--- src/rtl/piso_rr_sched.sv ---
// Round-robin scheduler sharing one DW-bit PISO shifter among NREQ requesters.
// Issues a one-cycle load/grant, then times DW serial cycles and flags the frame end.
module piso_rr_sched #(
    parameter int unsigned DW   = 4,
    parameter int unsigned NREQ = 4,
    parameter int unsigned SW   = 2
) (
    input  logic                 clk,
    input  logic                 rst,
    input  logic [NREQ-1:0]      req,
    input  logic [NREQ*DW-1:0]   data_flat,
    output logic [NREQ-1:0]      gnt,
    output logic                 piso_load,
    output logic [DW-1:0]        piso_data,
    output logic                 ser_valid,
    output logic [SW-1:0]        frame_src,
    output logic                 frame_done,
    output logic                 busy
);

    localparam int unsigned CW = (DW > 1) ? $clog2(DW) : 1;

    localparam logic [1:0] IDLE  = 2'd0;
    localparam logic [1:0] LOAD  = 2'd1;
    localparam logic [1:0] SHIFT = 2'd2;

    logic [1:0]      state;
    logic [SW-1:0]   rr_ptr;
    logic [CW-1:0]   cnt;

    logic            found;
    logic [SW-1:0]   win;
    logic [NREQ-1:0] win_oh;
    logic [DW-1:0]   win_data;
    logic [SW-1:0]   rr_next;
    logic            last;
    logic            arb_edge;

    // First set request at or after rr_ptr, wrapping past NREQ-1.
    always_comb begin
        int unsigned idx;
        found    = 1'b0;
        win      = '0;
        win_oh   = '0;
        win_data = '0;
        idx      = 0;
        for (int unsigned i = 0; i < NREQ; i++) begin
            idx = 32'(rr_ptr) + i;
            if (idx >= NREQ)
                idx = idx - NREQ;
            if (!found && req[idx[SW-1:0]]) begin
                found              = 1'b1;
                win                = idx[SW-1:0];
                win_oh[idx[SW-1:0]] = 1'b1;
                win_data           = data_flat[idx*DW +: DW];
            end
        end
    end

    always_comb begin
        rr_next  = (win == SW'(NREQ - 1)) ? '0 : win + 1'b1;
        last     = (cnt == CW'(DW - 1));
        arb_edge = (state == IDLE) || ((state == SHIFT) && last);
    end

    always_ff @(posedge clk or posedge rst) begin
        if (rst) begin
            state      <= IDLE;
            rr_ptr     <= '0;
            cnt        <= '0;
            gnt        <= '0;
            piso_load  <= 1'b0;
            piso_data  <= '0;
            ser_valid  <= 1'b0;
            frame_src  <= '0;
            frame_done <= 1'b0;
            busy       <= 1'b0;
        end else begin
            gnt        <= '0;
            piso_load  <= 1'b0;
            ser_valid  <= 1'b0;
            frame_done <= 1'b0;
            if (arb_edge && found) begin
                state     <= LOAD;
                gnt       <= win_oh;
                piso_load <= 1'b1;
                piso_data <= win_data;
                frame_src <= win;
                rr_ptr    <= rr_next;
                busy      <= 1'b1;
            end else begin
                case (state)
                    IDLE: busy <= 1'b0;
                    LOAD: begin
                        state     <= SHIFT;
                        cnt       <= '0;
                        ser_valid <= 1'b1;
                        busy      <= 1'b1;
                    end
                    SHIFT: begin
                        if (last) begin
                            state <= IDLE;
                            busy  <= 1'b0;
                        end else begin
                            cnt        <= cnt + 1'b1;
                            ser_valid  <= 1'b1;
                            frame_done <= (cnt == CW'(DW - 2));
                        end
                    end
                    default: begin
                        state <= IDLE;
                        busy  <= 1'b0;
                    end
                endcase
            end
        end
    end

endmodule

--- config.mk ---
export PLATFORM = sky130hd
export DESIGN_NAME = piso_rr_sched
export DESIGN_NICKNAME = d
export VERILOG_FILES = /design/src/rtl/piso_rr_sched.sv
export SDC_FILE = /design/constraint.sdc
export NUM_CORES = 1
export LEC_CHECK = 0
export BUFFER_PORTS_ARGS = -buffer_cell sky130_fd_sc_hd__buf_2
export CAP_MARGIN = 0
export CORE_MARGIN = 8
export CORE_UTILIZATION = 35
export CTS_CLUSTER_DIAMETER = 30
export DETAILED_ROUTE_END_ITERATION = 6
export GPL_TIMING_DRIVEN = 0
export SYNTH_ARGS = -nofsm -noshare
export SYNTH_HDL_FRONTEND = slang
export SYNTH_SLANG_ARGS = --single-unit
--- constraint.sdc ---
create_clock -name clk -period 4.8 [get_ports clk]
set_input_delay 0.24 -clock clk [delete_from_list [all_inputs] [get_ports clk]]
set_output_delay 0.24 -clock clk [all_outputs]
set_load 0.005 [all_outputs]
==> results.json, run 1 <==
{
  "rsz0062_at_grt": "no",
  "power_w": 0.00145,
  "core-area_um2": 4790,
  "drive_gt1_share_pct": 34.0,
  "ir_worst_vdd_uv": 299,
  "syn_to_final_growth_pct": 18.0,
  "pwr-share-comb_pct": 71.6,
  "gp_congestion": 0.807,
  "timing_hold_violations_final": 0,
  "hp-class": "input port to async pin",
  "fp.dieW_um": 86.7,
  "place_ws_ns": 1.82,
  "top_layer": "met4",
  "cts_buffers": 3,
  "power_density_nw_per_um2": 701,
  "power_switching_w": 0.000646,
  "synth-seq-area-share_pct": 28.6,
  "critPathRequiredTime_ns": 4.99,
  "wirelength_um": 4210,
  "power.internal_w": 0.000799,
  "hold_ws_ns": 0.112,
  "cts_tree": "built",
  "startpoint": "rr_ptr[1]",
  "grt-ovfl-total": 0,
  "die_height_um": 86.7,
  "initial_core_util_pct": 36.5,
  "nNetsFinal": 246,
  "cp-start-kind": "flip-flop",
  "wl_per_cell_um": 15.1,
  "p_seq_share_pct": 19.4,
  "clock-root-buffer": "clkbuf_8",
  "synthTopCellsByArea": "dfrtp_1 29%, mux4_2 15%, ha_1 7.9%",
  "drc": 0,
  "wl_met1_um": 2060,
  "final_max_slew_viol_count": 0,
  "ys_ff_latch": 20,
  "end_kind": "flip-flop",
  "grt_usage_pct": 11.4,
  "num_vias": 1477,
  "finalSetupTns_ns": 0,
  "io_pins": 36,
  "cts-resized-gates": 0,
  "grt_pass1_wl_um": 6860,
  "async_flop_share_pct": 100,
  "rows": 25,
  "slew_headroom_pct": 48.1,
  "reg2reg_from": "rr_ptr[1]",
  "syn_area_per_cell_um2": 10.1,
  "clk_pin_slew_ns": 0.07,
  "first_global_vias": 1444,
  "finClkSkew_ns": 0.00138,
  "multi_input_area_um2": 1160,
  "critPathMaxFanout": 12,
  "crit_arrival_ns": 3.17,
  "synth_cell_type_count": 42,
  "ff_latch_area_um2": 500,
  "post_cts_buffers": 0,
  "worst_pin_slew_ns": 0.777,
  "diodes": 0,
  "drt_iter0_drc": 46,
  "port-buffer-count": 35,
  "die-area_um2": 7510,
  "syn_nets": 206,
  "vias_per_cell": 5.29,
  "antenna_found_initial": 0,
  "leakagePower_nw": 0.949,
  "htreeDepth": 1,
  "period_minus_slack_ns": 2.98,
  "yosysWarningCount": 0,
  "dp_hpwl_um": 3300,
  "fmaxAchievable_mhz": 335,
  "clkPwrFrac_pct": 8.9,
  "yosys.area.top_type_share_pct": 28.6,
  "syn_inst": 173,
  "crit_type": "flip-flop to flip-flop",
  "status": "complete, no violations",
  "insertion_delay_ns": 0.26,
  "setup_violations": 0,
  "clk_path_buf_depth": 2,
  "cts_hold_buf": 0,
  "drv_cap": 0,
  "synthFlopType": "dfrtp_1",
  "drt_first_pass_iters": 4,
  "p_sw_share_pct": 44.7,
  "synth_area_leader_cell": "dfrtp_1",
  "layout_setup_ws_ns": 1.82,
  "numClockSinks": 20,
  "syn_area_um2": 1750,
  "fillers": 505,
  "drt.antenna.violating_nets": 0,
  "route.met3.wl_um": 180,
  "synth_edf_count": 0,
  "grt_max_degree": 21,
  "period_share_pct": 62.1,
  "wl_met2_um": 1910
}
[critical path, cell delays in order (launching register included)]
cell and delay, ns:
dfrtp_1 0.49, inv_1 0.14, clkbuf_1 0.52, ha_1 0.40, mux4_2 0.48, buf_6 0.17
nor2_2 0.19, and3_1 0.27, a21oi_1 0.09, a21oi_1 0.17
[cells by family after synthesis]
logic type               count (synthesis)  synth area share (%)
XOR/XNOR                                 1                 0.501
flip-flops                              20                  28.6
AND/OR/NAND/NOR                         44                  12.7
adder cells (fa/ha/maj)                 11                  7.87
buffers and inverters                   17                  4.80
multiplexers                            27                  24.4
AO/OA/AOI/OAI                           53                  21.1
[layer usage]
metal	global-route usage [%]	up-vias
met5	0	-
met4	4.69	0
met3	1.70	4
met2	17.7	41
met1	15.2	692
li1	-	740
[layout make-up]
class / count / area share, %
buffer: 9 / 2.61
clock buffer: 4 / 2.67
inverter: 8 / 1.46
multi-input combinational: 136 / 56.4
sequential: 20 / 24.3
tap: 67 / 4.07
timing repair buffer: 35 / 8.50
[power by group through the flow]
stage	registers [W]	logic (W)	clock network [W]
2_1_floorplan	0.000283	0.000805	0
3_3_place_gp	0.000283	0.00104	0
3_5_place_dp	0.000284	0.00105	0
4_1_cts	0.000282	0.00105	0.000135
5_1_grt	0.000291	0.00116	0.000140
6_report	0.000281	0.00104	0.000129
[path summary, 6_finish.rpt]
| check | end | slack, ns | cells after the start |
|---|---|---|---|
| min in group clk | state[1] | 0.48 | 4 |
| worst min-delay path | frame_done | 0.11 | 2 |
| max in group asynchronous | cnt[1] | 4.21 | 2 |
| worst max register to register | piso_data[0] | 1.82 | 9 |
| worst min register to register | frame_src[0] | 0.50 | 2 |
| worst max-delay path | piso_data[0] | 1.82 | 9 |
[cells in the mapped netlist, types with 2 or more instances]
cell type   n
dfrtp_1    20
a21oi_1    18
nor2_1     14
mux2i_1    12
mux4_2     12
ha_1       11
nand2_1    11
o21ai_0    11
inv_1       8
o221a_2     5
buf_2       4
nand3_1     4
o211ai_1    4
a221o_1     3
clkbuf_1    3
and3_1      2
buf_6       2
mux2_2      2
nor2b_1     2
nor3_1      2
o32ai_1     2
[state kept, by name, indices dropped and copies added (netlist names), named ones only]
| register | flops |
|---|---|
| busy | 1 |
| cnt | 2 |
| frame_done | 1 |
| frame_src | 2 |
| gnt | 4 |
| piso_data | 4 |
| piso_load | 1 |
| rr_ptr | 1 |
| ser_valid | 1 |
| state | 2 |
[per-stage QoR]
| step | utilization, % | std cells | area (um2) |
|---|---|---|---|
| after floorplan | - | 173 | 1750 |
| final | 43.1 | 279 | 2060 |
| after global routing | 43.1 | 279 | 2060 |
| after detailed placement | 41.9 | 275 | 2010 |
| after global placement | 41.9 | 275 | 2010 |
| after CTS | 43.1 | 279 | 2060 |
[cells in the final DEF, fill, tap and decap left out, drive strengths merged, types with 2 or more instances in the layout]
master	netlist	final
nor3	2	2
a221o	3	3
nand2b	2	2
inv	8	8
nand2	12	12
and3	2	2
mux2i	13	13
buf	6	41
o221a	5	5
o211ai	4	4
or2	2	2
nor2b	3	3
mux4	12	12
dfrtp	20	20
a21oi	18	18
nor2	15	15
o32ai	2	2
mux2	2	2
clkbuf	3	7
o21ai	12	12
nand3	4	4
ha	11	11
No activity file was read; power rests on OpenSTA's default activity.
==> inputs of run 2 (changes only) <==
--- a/config.mk
+++ b/config.mk
@@ -5,6 +5,7 @@
 export SDC_FILE = /design/constraint.sdc
 export NUM_CORES = 1
 export LEC_CHECK = 0
+export ABC_AREA = 1
 export BUFFER_PORTS_ARGS = -buffer_cell sky130_fd_sc_hd__buf_2
 export CAP_MARGIN = 0
 export CORE_MARGIN = 8
==> constraint.sdc (replaced) <==
create_clock -name clk -period 2.75 [get_ports clk]
set_input_delay 0.1375 -clock clk [delete_from_list [all_inputs] [get_ports clk]]
set_output_delay 0.1375 -clock clk [all_outputs]
set_load 0.005 [all_outputs]
==> run 2 against run 1 <==
  * Critical path depth grew 5
  * Clock skew is 0.0025 ns higher
  * Sequential cell count unchanged
  * Total power grew 80%
  * Routed wire length grew 2.3%
  * Via count rose by 20%
  * Non-clock buffer count stayed put
  * Count of clock-buffer cells in the layout is 1 lower
  * Critical path type unchanged
  * Largest power group unchanged
==> results.json, run 2 <==
{
  "status": "complete, no violations",
  "drt.antenna.violating_nets": 0,
  "diodes": 0,
  "path_cells": "inv_2, buf_2, ha_1, buf_2, nand3_2, nand2_4, inv_2, nor2_4, nand3_2, nand2_4, inv_2, buf_6, nand2_1, nand2_1",
  "synth-seq-area-share_pct": 28.2,
  "ys_ff_latch": 20,
  "cts_buffers": 3,
  "num_vias": 1766,
  "clkPwrFrac_pct": 7.2,
  "reg_top3": "gnt (4), piso_data (4)",
  "die_height_um": 87.1,
  "drt_iter0_drc": 65,
  "crit_end": "piso_data[2]",
  "period_share_pct": 88.7,
  "antenna_found_initial": 0,
  "critical_path_depth": 14,
  "rsz0062_at_grt": "no",
  "hold_ws_ns": 0.00220,
  "grt_pass1_wl_um": 7200,
  "final_cell_mix": "83 x nand2_1, 38 x buf_2, 38 x o21ai_0",
  "synthFlopType": "dfrtp_1",
  "finalSetupTns_ns": 0,
  "initial_core_util_pct": 35.4,
  "setup_violations": 0,
  "path_buf_inv": 6,
  "crit_type": "flip-flop to flip-flop",
  "synth_edf_count": 0,
  "drv_cap": 0,
  "synth.most_common_cell": "nand2_1",
  "syn_nets": 306,
  "drc": 0,
  "yosys.area.top_type_share_pct": 28.2,
  "first_global_vias": 1619,
  "p_seq_share_pct": 18.5,
  "rows": 26,
  "layout_commonest_cell": "nand2_1",
  "gp_congestion": 0.813,
  "vias_per_cell": 4.64,
  "worst_path_largest_cell_delay_ns": 0.54,
  "finClkSkew_ns": 0.00384,
  "grt_usage_pct": 11.6,
  "die-area_um2": 7590,
  "syn_to_final_growth_pct": 17.2,
  "ff_latch_area_um2": 500,
  "wirelength_um": 4310,
  "clock-root-buffer": "clkbuf_8",
  "syn_area_per_cell_um2": 6.49,
  "final_max_slew_viol_count": 0,
  "critPathRequiredTime_ns": 2.90,
  "grt_max_degree": 21,
  "grt-ovfl-total": 0,
  "nNetsFinal": 346,
  "r2r_slack_ns": 0.31,
  "ir_worst_vdd_uv": 553,
  "slew_headroom_pct": 50.8,
  "p_sw_share_pct": 54.4,
  "pwr-share-comb_pct": 74.3,
  "async_flop_share_pct": 100,
  "hp-class": "input port to async pin",
  "fillers": 552,
  "wl_per_cell_um": 11.3,
  "port-buffer-count": 35,
  "power_switching_w": 0.00142,
  "cts_hold_buf": 0,
  "leakagePower_nw": 1.15,
  "power.internal_w": 0.00119,
  "cp-start-kind": "flip-flop",
  "rr_worst_depth": 14,
  "yosys-top-cells-count": "83 x nand2_1, 38 x o21ai_0, 33 x inv_1",
  "period_minus_slack_ns": 2.44,
  "clk_path_buf_depth": 2,
  "drive_gt1_share_pct": 20.9,
  "cts-resized-gates": 0,
  "clk_pin_slew_ns": 0.07,
  "htreeDepth": 1,
  "drt_first_pass_iters": 4,
  "reg2reg_to": "piso_data[2]",
  "fmaxAchievable_mhz": 410,
  "insertion_delay_ns": 0.25,
  "numClockSinks": 20,
  "worst_pin_slew_ns": 0.738,
  "post_cts_buffers": 0,
  "crit_family": "buffers and inverters",
  "end_kind": "flip-flop",
  "cts_tree": "built",
  "cpMaxStageDelayCell": "dfrtp_1",
  "synth_area_leader_cell": "dfrtp_1",
  "power_density_nw_per_um2": 1260,
  "syn_area_um2": 1770,
  "crit_arrival_ns": 2.59,
  "synth_cell_type_count": 27,
  "cp_common_cell": "inv_2",
  "critPathMaxFanout": 12,
  "synthTopCellsByArea": "dfrtp_1 28%, nand2_1 18%, o21ai_0 11%",
  "dp_hpwl_um": 3370,
  "core-area_um2": 5010,
  "syn_inst": 273,
  "yosysWarningCount": 0,
  "timing_hold_violations_final": 0,
  "io_pins": 36,
  "fp.dieW_um": 87.1,
  "multi_input_area_um2": 1050
}
==> run 2: cell count changes in the layout (fill, tap and decap cells not counted), sizes merged, moves of 5 or more <==
cell	previous run	this run
nand2	12	86
o21ai	12	46
inv	8	39
nand3	4	17
mux2i	13	1
mux4	12	0
nor2	15	26
a21oi	18	10
o221a	5	0
==> run 2: cells by family (layout without fill, tap and decap cells) <==
kind of cell	after synthesis	after routing	synth area share [%]
AOI/OAI and AO/OA	61	61	18.1
muxes	1	1	0.565
buffers and inverters	48	86	12.4
DFF	20	20	28.2
and+or+nand+nor	132	132	32.9
adders and majority gates	11	11	7.77
==> run 2: per-layer routing <==
layer	GRT usage (%)	share of wire [%]	wire length [um]	up-vias
li1	-	-	-	942
met1	15.2	49	2120	776
met2	19.5	45	1930	46
met3	1.23	5.3	230	2
met4	2.81	0.58	25	0
met5	0	0	0	-
==> run 2: worst min path at each step <==
stage                 to  slack, ns  cells after the start
2_1_floorplan  async pin       0.10                      1
3_3_place_gp   piso_load       0.31                      2
3_5_place_dp      gnt[0]       0.32                      2
4_1_cts         state[0]       0.04                      2
5_1_grt        ser_valid       0.09                      2
6_report        state[0]      0.002                      2
==> run 2: cell type report <==
cell class | count | share of cell area (%)
buffer | 9 | 3.44
clock buffer | 3 | 1.99
inverter | 39 | 7.17
multi-input combinational | 205 | 50.6
sequential | 20 | 24.1
tap | 70 | 4.22
timing repair buffer | 35 | 8.44
==> run 2: per-stage QoR <==
stage | power, W | std cells | cell area [um2] | utilization [%] | worst slack (ns)
CTS | 0.00263 | 381 | 2080 | 41.4 | 0.314
finish | 0.00261 | 381 | 2080 | 41.4 | 0.311
floorplan | 0.00197 | 273 | 1770 | - | 0.663
global placement | 0.00242 | 378 | 2030 | 40.6 | 0.336
detailed placement | 0.00243 | 378 | 2030 | 40.6 | 0.325
global route | 0.00290 | 381 | 2080 | 41.4 | 0.100
==> run 2: power groups by stage <==
stage	Clock [W]	Sequential [W]	Combinational, W
after global placement	0	0.000488	0.00193
after global routing	0.000204	0.000497	0.00220
final	0.000189	0.000482	0.00194
after floorplan	0	0.000485	0.00148
after CTS	0.000193	0.000483	0.00195
after detailed placement	0	0.000488	0.00195
==> run 2: worst register-to-register path: stages (launching register included) <==
cell     delay, ns
dfrtp_1       0.54
inv_2         0.11
buf_2         0.22
ha_1          0.31
buf_2         0.22
nand3_2       0.12
nand2_4       0.12
inv_2         0.05
nor2_4        0.10
nand3_2       0.10
nand2_4       0.12
inv_2         0.07
buf_6         0.14
nand2_1       0.08
nand2_1       0.05
